$ cat config.mk
export PLATFORM = sky130hd
export DESIGN_NAME = rv_multicycle_ctrl_flat
export DESIGN_NICKNAME = d
export VERILOG_FILES = /design/src/rtl/rv_multicycle_ctrl_if.sv /design/src/rtl/rv_multicycle_ctrl.sv /design/src/flat_wrapper.sv
export SDC_FILE = /design/constraint.sdc
export NUM_CORES = 1
export LEC_CHECK = 0
export ABC_AREA = 1
export BUFFER_PORTS_ARGS = -buffer_cell sky130_fd_sc_hd__buf_4
export CELL_PAD_IN_SITES_DETAIL_PLACEMENT = 1
export CELL_PAD_IN_SITES_GLOBAL_PLACEMENT = 2
export CORE_MARGIN = 2
export CORE_UTILIZATION = 28
export CTS_CLUSTER_SIZE = 16
export DETAILED_ROUTE_END_ITERATION = 8
export PLACE_DENSITY = 0.83
export SYNTH_ARGS = -nofsm -noshare
export SYNTH_HDL_FRONTEND = slang
export SYNTH_SLANG_ARGS = --single-unit
export TNS_END_PERCENT = 10
$ cat constraint.sdc
create_clock -name clk -period 2.09 [get_ports clk]
set_input_delay 0.1045 -clock clk [delete_from_list [all_inputs] [get_ports clk]]
set_output_delay 0.1045 -clock clk [all_outputs]
set_load 0.005 [all_outputs]
$ cat src/rtl/rv_multicycle_ctrl_if.sv
// rtl/rv_multicycle_ctrl_if.sv - memory handshake and datapath control bundle for rv_multicycle_ctrl
interface rv_multicycle_ctrl_if #(
  parameter int XLEN     = 32,
  parameter int ALUCTL_W = 4
);
  logic [31:0]         instr;
  logic                mem_ready;
  logic                cond_true;
  logic [2:0]          state;
  logic                ir_write;
  logic                mem_req;
  logic                iord;
  logic                mem_write;
  logic                reg_write;
  logic [1:0]          wb_sel;
  logic                pc_write;
  logic [1:0]          pc_sel;
  logic [1:0]          alu_src_a;
  logic [1:0]          alu_src_b;
  logic [ALUCTL_W-1:0] alu_ctl;
  logic [XLEN-1:0]     imm;
  logic [4:0]          rs1;
  logic [4:0]          rs2;
  logic [4:0]          rd;
  logic                illegal;

  modport master (
    input  instr, mem_ready, cond_true,
    output state, ir_write, mem_req, iord, mem_write, reg_write, wb_sel,
           pc_write, pc_sel, alu_src_a, alu_src_b, alu_ctl, imm, rs1, rs2, rd, illegal
  );

  modport slave (
    output instr, mem_ready, cond_true,
    input  state, ir_write, mem_req, iord, mem_write, reg_write, wb_sel,
           pc_write, pc_sel, alu_src_a, alu_src_b, alu_ctl, imm, rs1, rs2, rd, illegal
  );
endinterface

$ cat src/rtl/rv_multicycle_ctrl.sv
// rtl/rv_multicycle_ctrl.sv - multi-cycle RV32I/RV64I decode and control FSM
module rv_multicycle_ctrl #(
  parameter int XLEN        = 32,
  parameter int ALUCTL_W    = 4,
  parameter int MEM_WAIT_EN = 1
) (
  input  logic clk,
  input  logic reset,
  rv_multicycle_ctrl_if.master bus
);
  typedef enum logic [2:0] {
    ST_FETCH  = 3'd0,
    ST_DECODE = 3'd1,
    ST_EXEC   = 3'd2,
    ST_MEM    = 3'd3,
    ST_WB     = 3'd4,
    ST_TRAP   = 3'd5
  } state_t;

  localparam logic [6:0] OP_LUI    = 7'b0110111;
  localparam logic [6:0] OP_AUIPC  = 7'b0010111;
  localparam logic [6:0] OP_JAL    = 7'b1101111;
  localparam logic [6:0] OP_JALR   = 7'b1100111;
  localparam logic [6:0] OP_BRANCH = 7'b1100011;
  localparam logic [6:0] OP_LOAD   = 7'b0000011;
  localparam logic [6:0] OP_STORE  = 7'b0100011;
  localparam logic [6:0] OP_IMM    = 7'b0010011;
  localparam logic [6:0] OP_REG    = 7'b0110011;

  state_t          state_q, state_d;
  logic [6:0]      opcode_q, opcode_d;
  logic [2:0]      funct3_q, funct3_d;
  logic            f7b5_q, f7b5_d;
  logic [4:0]      rd_q, rd_d;
  logic [4:0]      rs1_q, rs1_d;
  logic [4:0]      rs2_q, rs2_d;
  logic [XLEN-1:0] imm_q, imm_d;
  logic            taken_q, taken_d;

  logic            rdy;
  logic [6:0]      f_op;
  logic [31:0]     imm32;
  logic            is_shamt;
  logic [XLEN-1:0] imm_new;

  logic is_r, is_opimm, is_load, is_store, is_branch, is_jal, is_jalr, is_lui, is_auipc, legal;

  assign rdy  = (MEM_WAIT_EN != 0) ? bus.mem_ready : 1'b1;
  assign f_op = bus.instr[6:0];

  assign is_r      = (opcode_q == OP_REG);
  assign is_opimm  = (opcode_q == OP_IMM);
  assign is_load   = (opcode_q == OP_LOAD);
  assign is_store  = (opcode_q == OP_STORE);
  assign is_branch = (opcode_q == OP_BRANCH);
  assign is_jal    = (opcode_q == OP_JAL);
  assign is_jalr   = (opcode_q == OP_JALR);
  assign is_lui    = (opcode_q == OP_LUI);
  assign is_auipc  = (opcode_q == OP_AUIPC);
  assign legal     = is_r | is_opimm | is_load | is_store | is_branch |
                     is_jal | is_jalr | is_lui | is_auipc;

  // Immediate is built from the raw fetch data so it is ready on the DECODE cycle.
  always_comb begin
    imm32    = 32'd0;
    is_shamt = 1'b0;
    case (f_op)
      OP_IMM: begin
        is_shamt = (bus.instr[13:12] == 2'b01);
        imm32    = {{20{bus.instr[31]}}, bus.instr[31:20]};
      end
      OP_LOAD, OP_JALR: imm32 = {{20{bus.instr[31]}}, bus.instr[31:20]};
      OP_STORE:         imm32 = {{20{bus.instr[31]}}, bus.instr[31:25], bus.instr[11:7]};
      OP_BRANCH:        imm32 = {{20{bus.instr[31]}}, bus.instr[7], bus.instr[30:25],
                                 bus.instr[11:8], 1'b0};
      OP_LUI, OP_AUIPC: imm32 = {bus.instr[31:12], 12'd0};
      OP_JAL:           imm32 = {{12{bus.instr[31]}}, bus.instr[19:12], bus.instr[20],
                                 bus.instr[30:21], 1'b0};
      default:          imm32 = 32'd0;
    endcase
    if (is_shamt) begin
      if (XLEN == 64) imm_new = XLEN'(bus.instr[25:20]);
      else            imm_new = XLEN'(bus.instr[24:20]);
    end else begin
      imm_new = XLEN'($signed(imm32));
    end
  end

  always_ff @(posedge clk or posedge reset) begin
    if (reset) begin
      state_q  <= ST_FETCH;
      opcode_q <= 7'd0;
      funct3_q <= 3'd0;
      f7b5_q   <= 1'b0;
      rd_q     <= 5'd0;
      rs1_q    <= 5'd0;
      rs2_q    <= 5'd0;
      imm_q    <= '0;
      taken_q  <= 1'b0;
    end else begin
      state_q  <= state_d;
      opcode_q <= opcode_d;
      funct3_q <= funct3_d;
      f7b5_q   <= f7b5_d;
      rd_q     <= rd_d;
      rs1_q    <= rs1_d;
      rs2_q    <= rs2_d;
      imm_q    <= imm_d;
      taken_q  <= taken_d;
    end
  end

  always_comb begin
    state_d  = state_q;
    opcode_d = opcode_q;
    funct3_d = funct3_q;
    f7b5_d   = f7b5_q;
    rd_d     = rd_q;
    rs1_d    = rs1_q;
    rs2_d    = rs2_q;
    imm_d    = imm_q;
    taken_d  = taken_q;
    case (state_q)
      ST_FETCH: begin
        if (rdy) begin
          opcode_d = f_op;
          funct3_d = bus.instr[14:12];
          f7b5_d   = bus.instr[30];
          rd_d     = bus.instr[11:7];
          rs1_d    = bus.instr[19:15];
          rs2_d    = bus.instr[24:20];
          imm_d    = imm_new;
          state_d  = ST_DECODE;
        end
      end
      ST_DECODE: begin
        if (!legal)      state_d = ST_TRAP;
        else if (is_lui) state_d = ST_WB;
        else             state_d = ST_EXEC;
      end
      ST_EXEC: begin
        if (is_branch) taken_d = bus.cond_true;
        state_d = (is_load || is_store) ? ST_MEM : ST_WB;
      end
      ST_MEM: begin
        if (rdy) state_d = is_store ? ST_FETCH : ST_WB;
      end
      ST_WB:   state_d = ST_FETCH;
      ST_TRAP: state_d = ST_TRAP;
      default: state_d = ST_FETCH;
    endcase
  end

  logic                ir_write, mem_req, iord, mem_write, reg_write, pc_write;
  logic [1:0]          wb_sel, pc_sel, alu_src_a, alu_src_b;
  logic [ALUCTL_W-1:0] alu_ctl;

  always_comb begin
    ir_write  = 1'b0;
    mem_req   = 1'b0;
    iord      = 1'b0;
    mem_write = 1'b0;
    reg_write = 1'b0;
    pc_write  = 1'b0;
    wb_sel    = 2'b00;
    pc_sel    = 2'b00;
    alu_src_a = 2'b00;
    alu_src_b = 2'b00;
    alu_ctl   = '0;
    case (state_q)
      ST_FETCH: begin
        mem_req  = 1'b1;
        ir_write = rdy;
      end
      ST_EXEC: begin
        if (is_r) begin
          alu_src_a = 2'b01;
          alu_ctl   = ALUCTL_W'({f7b5_q, funct3_q});
        end else if (is_opimm) begin
          alu_src_a = 2'b01;
          alu_src_b = 2'b10;
          alu_ctl   = ALUCTL_W'({f7b5_q & (funct3_q == 3'b101), funct3_q});
        end else if (is_load || is_store || is_jalr) begin
          alu_src_a = 2'b01;
          alu_src_b = 2'b10;
        end else begin
          alu_src_b = 2'b10;
        end
      end
      ST_MEM: begin
        mem_req   = 1'b1;
        iord      = 1'b1;
        mem_write = is_store;
        pc_write  = is_store & rdy;
      end
      ST_WB: begin
        pc_write  = 1'b1;
        reg_write = (is_r | is_opimm | is_load | is_jal | is_jalr | is_lui | is_auipc) &&
                    (rd_q != 5'd0);
        if (is_load)              wb_sel = 2'b01;
        else if (is_jal||is_jalr) wb_sel = 2'b10;
        else if (is_lui)          wb_sel = 2'b11;
        if (is_jal || (is_branch && taken_q)) pc_sel = 2'b01;
        else if (is_jalr)                     pc_sel = 2'b10;
      end
      default: ;
    endcase
  end

  assign bus.state     = state_q;
  assign bus.ir_write  = ir_write;
  assign bus.mem_req   = mem_req;
  assign bus.iord      = iord;
  assign bus.mem_write = mem_write;
  assign bus.reg_write = reg_write;
  assign bus.wb_sel    = wb_sel;
  assign bus.pc_write  = pc_write;
  assign bus.pc_sel    = pc_sel;
  assign bus.alu_src_a = alu_src_a;
  assign bus.alu_src_b = alu_src_b;
  assign bus.alu_ctl   = alu_ctl;
  assign bus.imm       = imm_q;
  assign bus.rs1       = rs1_q;
  assign bus.rs2       = rs2_q;
  assign bus.rd        = rd_q;
  assign bus.illegal   = (state_q == ST_TRAP);
endmodule

$ cat src/flat_wrapper.sv
// flat-port wrapper written by rule: the top's interface ports become plain ports
module rv_multicycle_ctrl_flat 
#(
  parameter int XLEN        = 32,
  parameter int ALUCTL_W    = 4,
  parameter int MEM_WAIT_EN = 1
)
  (clk, reset, bus_instr, bus_mem_ready, bus_cond_true, bus_state, bus_ir_write, bus_mem_req, bus_iord, bus_mem_write, bus_reg_write, bus_wb_sel, bus_pc_write, bus_pc_sel, bus_alu_src_a, bus_alu_src_b, bus_alu_ctl, bus_imm, bus_rs1, bus_rs2, bus_rd, bus_illegal);
  rv_multicycle_ctrl_if #(.XLEN(XLEN), .ALUCTL_W(ALUCTL_W)) bus_i ();
  input  logic clk;
  input  logic reset;
  input wire logic [$bits(bus_i.instr)-1:0] bus_instr;
  input wire logic [$bits(bus_i.mem_ready)-1:0] bus_mem_ready;
  input wire logic [$bits(bus_i.cond_true)-1:0] bus_cond_true;
  output wire logic [$bits(bus_i.state)-1:0] bus_state;
  output wire logic [$bits(bus_i.ir_write)-1:0] bus_ir_write;
  output wire logic [$bits(bus_i.mem_req)-1:0] bus_mem_req;
  output wire logic [$bits(bus_i.iord)-1:0] bus_iord;
  output wire logic [$bits(bus_i.mem_write)-1:0] bus_mem_write;
  output wire logic [$bits(bus_i.reg_write)-1:0] bus_reg_write;
  output wire logic [$bits(bus_i.wb_sel)-1:0] bus_wb_sel;
  output wire logic [$bits(bus_i.pc_write)-1:0] bus_pc_write;
  output wire logic [$bits(bus_i.pc_sel)-1:0] bus_pc_sel;
  output wire logic [$bits(bus_i.alu_src_a)-1:0] bus_alu_src_a;
  output wire logic [$bits(bus_i.alu_src_b)-1:0] bus_alu_src_b;
  output wire logic [$bits(bus_i.alu_ctl)-1:0] bus_alu_ctl;
  output wire logic [$bits(bus_i.imm)-1:0] bus_imm;
  output wire logic [$bits(bus_i.rs1)-1:0] bus_rs1;
  output wire logic [$bits(bus_i.rs2)-1:0] bus_rs2;
  output wire logic [$bits(bus_i.rd)-1:0] bus_rd;
  output wire logic [$bits(bus_i.illegal)-1:0] bus_illegal;
  assign bus_i.instr = bus_instr;
  assign bus_i.mem_ready = bus_mem_ready;
  assign bus_i.cond_true = bus_cond_true;
  assign bus_state = bus_i.state;
  assign bus_ir_write = bus_i.ir_write;
  assign bus_mem_req = bus_i.mem_req;
  assign bus_iord = bus_i.iord;
  assign bus_mem_write = bus_i.mem_write;
  assign bus_reg_write = bus_i.reg_write;
  assign bus_wb_sel = bus_i.wb_sel;
  assign bus_pc_write = bus_i.pc_write;
  assign bus_pc_sel = bus_i.pc_sel;
  assign bus_alu_src_a = bus_i.alu_src_a;
  assign bus_alu_src_b = bus_i.alu_src_b;
  assign bus_alu_ctl = bus_i.alu_ctl;
  assign bus_imm = bus_i.imm;
  assign bus_rs1 = bus_i.rs1;
  assign bus_rs2 = bus_i.rs2;
  assign bus_rd = bus_i.rd;
  assign bus_illegal = bus_i.illegal;
  rv_multicycle_ctrl #(.XLEN(XLEN), .ALUCTL_W(ALUCTL_W), .MEM_WAIT_EN(MEM_WAIT_EN)) u_core (.clk(clk), .reset(reset), .bus(bus_i));
endmodule
==> summary.txt <==
Clocking
  – CTS Root Cell: clkbuf_16
  – Clk pin slew, worst setup/hold paths: about 50 ps
  – Clock Sinks: between 60 and 70
  – CTS H-tree depth: 3
  – CTS tree: done
  – CTS Buf Count: 9
  – Clock Latency Late Sink: between 300 and 400 ps
  – CTS Buffer Depth: 2

Cells and area
  – Layout cells sized above 1: approximately 28%
  – N_diodes: 0
  – Synthesis-to-finish area growth: 39.24%
  – Nets@finish: 583
  – Most frequent cells in the layout: 186 x nand2_1, 105 x buf_4, 62 x dfrtp_1
  – Most common cell after layout, fill and taps aside: nand2_1

Logic synthesis
  – Register area share after synthesis: between 40% and 50%
  – Cells after synthesis: 443
  – Syn avg cell area: roughly 7.5 um2
  – Synth Warn #: 0
  – Yosys cell types: 34
  – Number of synthesized register bits: between 60 and 70
  – Mapped Area: ~3300 um2

Global route
  – First-pass GRT wire length: 17660 um
  – Initial antenna violation count: 0
  – GRT Residual Overflow: 0
  – Largest net degree at the start of global routing: 53
  – Vias in the first global route: roughly 3600
  – Gr usage total: 17.17%

Timing
  – Setup Skew: between 7 and 8 ps
  – Max-slew headroom: a little over two fifths
  – Fmax: around 0.53 GHz
  – Final Hold Viols: 0
  – Worst hold margin: ~14 ps
  – TNS Setup: 0 ps
  – Setup repair after global routing missed its margin: no
  – Count of pins over their slew limit: 0
  – Slew @ Worst Pin: 863.9 ps
  – Final setup viols: 0
  – Post-route minimum period: between 1500 and 2000 ps
  – Part of the cycle the worst path needs: around 90%

Detailed routing
  – Via density: 4.665
  – DRC viols: 0
  – Initial DRC Count: 117
  – Vias post-DR: 3242
  – Avg WL per Cell: around 15 um
  – DR pass1 iterations: 4
  – Post-Route WL: 10520 um
  – Post-route ant nets: 0

Setup path
  – Worst r2r src: u_core.bus.state[2]
  – Setup crit start kind: flip-flop
  – CP arrival: ~1800 ps
  – CP endpoint kind: output pin
  – Worst flop-to-flop path endpoint: u_core.bus.rs2[4]
  – Maximum fanout along the worst path: 50
  – Worst Setup SP: u_core.bus.state[2]
  – Crit path to: bus_ir_write
  – CP Data Required Time: 1990 ps
  – Crit path kind: reg -> out
  – FF-to-FF path depth: 5
  – Flop2flop setup slack: between 300 and 400 ps

Placement
  – Final HPWL DP: around 7700 um
  – # port buffers: between 100 and 150
  – GPL Wtd Cong: 0.7947

Pwr
  – Switching power of the nets: about 1.7 mW
  – Design Power: a little over 5 mW
  – Peak supply drop: roughly 0.45 mV
  – Sequential power share: between 30% and 40%
  – Gate power share: a little under a third
  – Sw frac: around a third
  – Pint: roughly 3.4 mW
  – Pleak: approximately 2.6 nW
  – Pwr/cell area: roughly 1100 nW/um2
  – Clock Power Share: a little over a third

Floorplanning
  – IO Count: between 100 and 150
  – Die area: approximately 13000 um2
  – Die W: 112.7 um
  – Initial cell density of the core: between 20 and 30%
  – Core area: 11470 um2
  – # rows: 39
  – Die height: approximately 110 um

Status
  – Outcome: finished clean

Run
  – Max_cap viols: 0

Worst hold path
  – Hold/Removal Path Class: in -> reg
  – Hold path depth: 3
==> critical path: stages, from the launching register on <==
cell	delay, ps
dfrtp_1	420
nor2_1	190
nand2_1	150
nor2_4	140
buf_6	340
buf_4	190
==> power by group through the flow <==
stage                     clock network [mW]  registers (mW)  logic [mW]
final                                   1.77            1.76        1.54
after global routing                    1.86            1.81        1.76
after global placement                     0            1.77        1.50
after CTS                               1.82            1.76        1.56
after floorplan                            0            1.76       0.796
after detailed placement                   0            1.78        1.54
==> how the worst min path moves through the flow <==
stage	start	endpoint	slack [ps]
after floorplan	bus_instr[1]	u_core.opcode_q[1]	220
after detailed placement	reset	u_core.taken_q	-30
final	bus_instr[13]	u_core.funct3_q[1]	10
after CTS	bus_instr[9]	u_core.bus.rd[2]	4
after global routing	bus_instr[16]	u_core.bus.rs1[1]	20
after global placement	reset	u_core.bus.rd[4]	-20
==> sequential cells by signal, summed over array words and instances (netlist names) <==
register,count
u_core.bus.imm,32
u_core.opcode_q,7
u_core.bus.rd,5
u_core.bus.rs1,5
u_core.bus.rs2,5
u_core.bus.state,3
u_core.funct3_q,3
u_core.f7b5_q,1
u_core.taken_q,1
==> Yosys cell counts, drive strengths merged <==
cell	instances	area share, %
inv	38	4.3
nand3b	1	0.34
conb	1	0.11
nand3	54	10
nand4	8	1.7
and3	1	0.19
nor3	7	1.2
nor4	1	0.19
a21oi	6	0.91
o21ai	21	3.3
dfrtp	62	47
a2111oi	1	0.26
clkinv	1	0.15
o211ai	1	0.23
o21bai	1	0.23
a211oi	1	0.23
a31oi	1	0.19
buf	14	2.9
or2	1	0.19
nor2	26	3.7
nand2	190	22
clkbuf	6	0.68
==> metal layers <==
metal | vias to the layer above | global-route usage [%] | routed length, um
met4 | 0 | 3.902 | 84
met5 | - | 0 | 0
met2 | 65 | 29.82 | 5184
li1 | 1604 | - | -
met3 | 6 | 4.212 | 532
met1 | 1567 | 21.59 | 4721
==> metrics by stage <==
step	utilization, %	instances	area [um2]	setup WS [ps]
3_3_place_gp	36.38	673	4172	286.9
3_5_place_dp	36.38	673	4172	360.1
6_report	40.15	695	4604	212.4
2_1_floorplan	-	444	3311	444.1
5_1_grt	40.15	695	4604	22.46
4_1_cts	40.02	695	4589	1.676
==> kinds of logic (layout without fill, tap and decap cells) <==
group / after synthesis / after routing / synth area share [%]
DFF: 62 / 62 / 46.92
other: 1 / 2 / 0.1134
and+or+nand+nor: 289 / 289 / 39.58
buffers and inverters: 59 / 167 / 8.059
AOI/OAI and AO/OA: 32 / 32 / 5.335
==> area by class of cell <==
type | instances | area (um2)
repair buffers | 112 | 859.6
clock buffers | 11 | 252.7
fillers | 1413 | 6863
well taps | 143 | 178.9
multi-input cells | 323 | 1509
flip-flops and latches | 62 | 1551
inverters | 39 | 147.6
clock inverters | 5 | 105.1
==> repair_timing <==
item | 4_1_cts | 5_1_grt
buffers inserted | 0 | 0
endpoints found under the hold margin | 67 | 0
hold buffers | 6 | 0
endpoints found under the setup margin | 0 | 4
resized for setup | 0 | 5
Note: power is estimated with default switching activity, not from simulation.
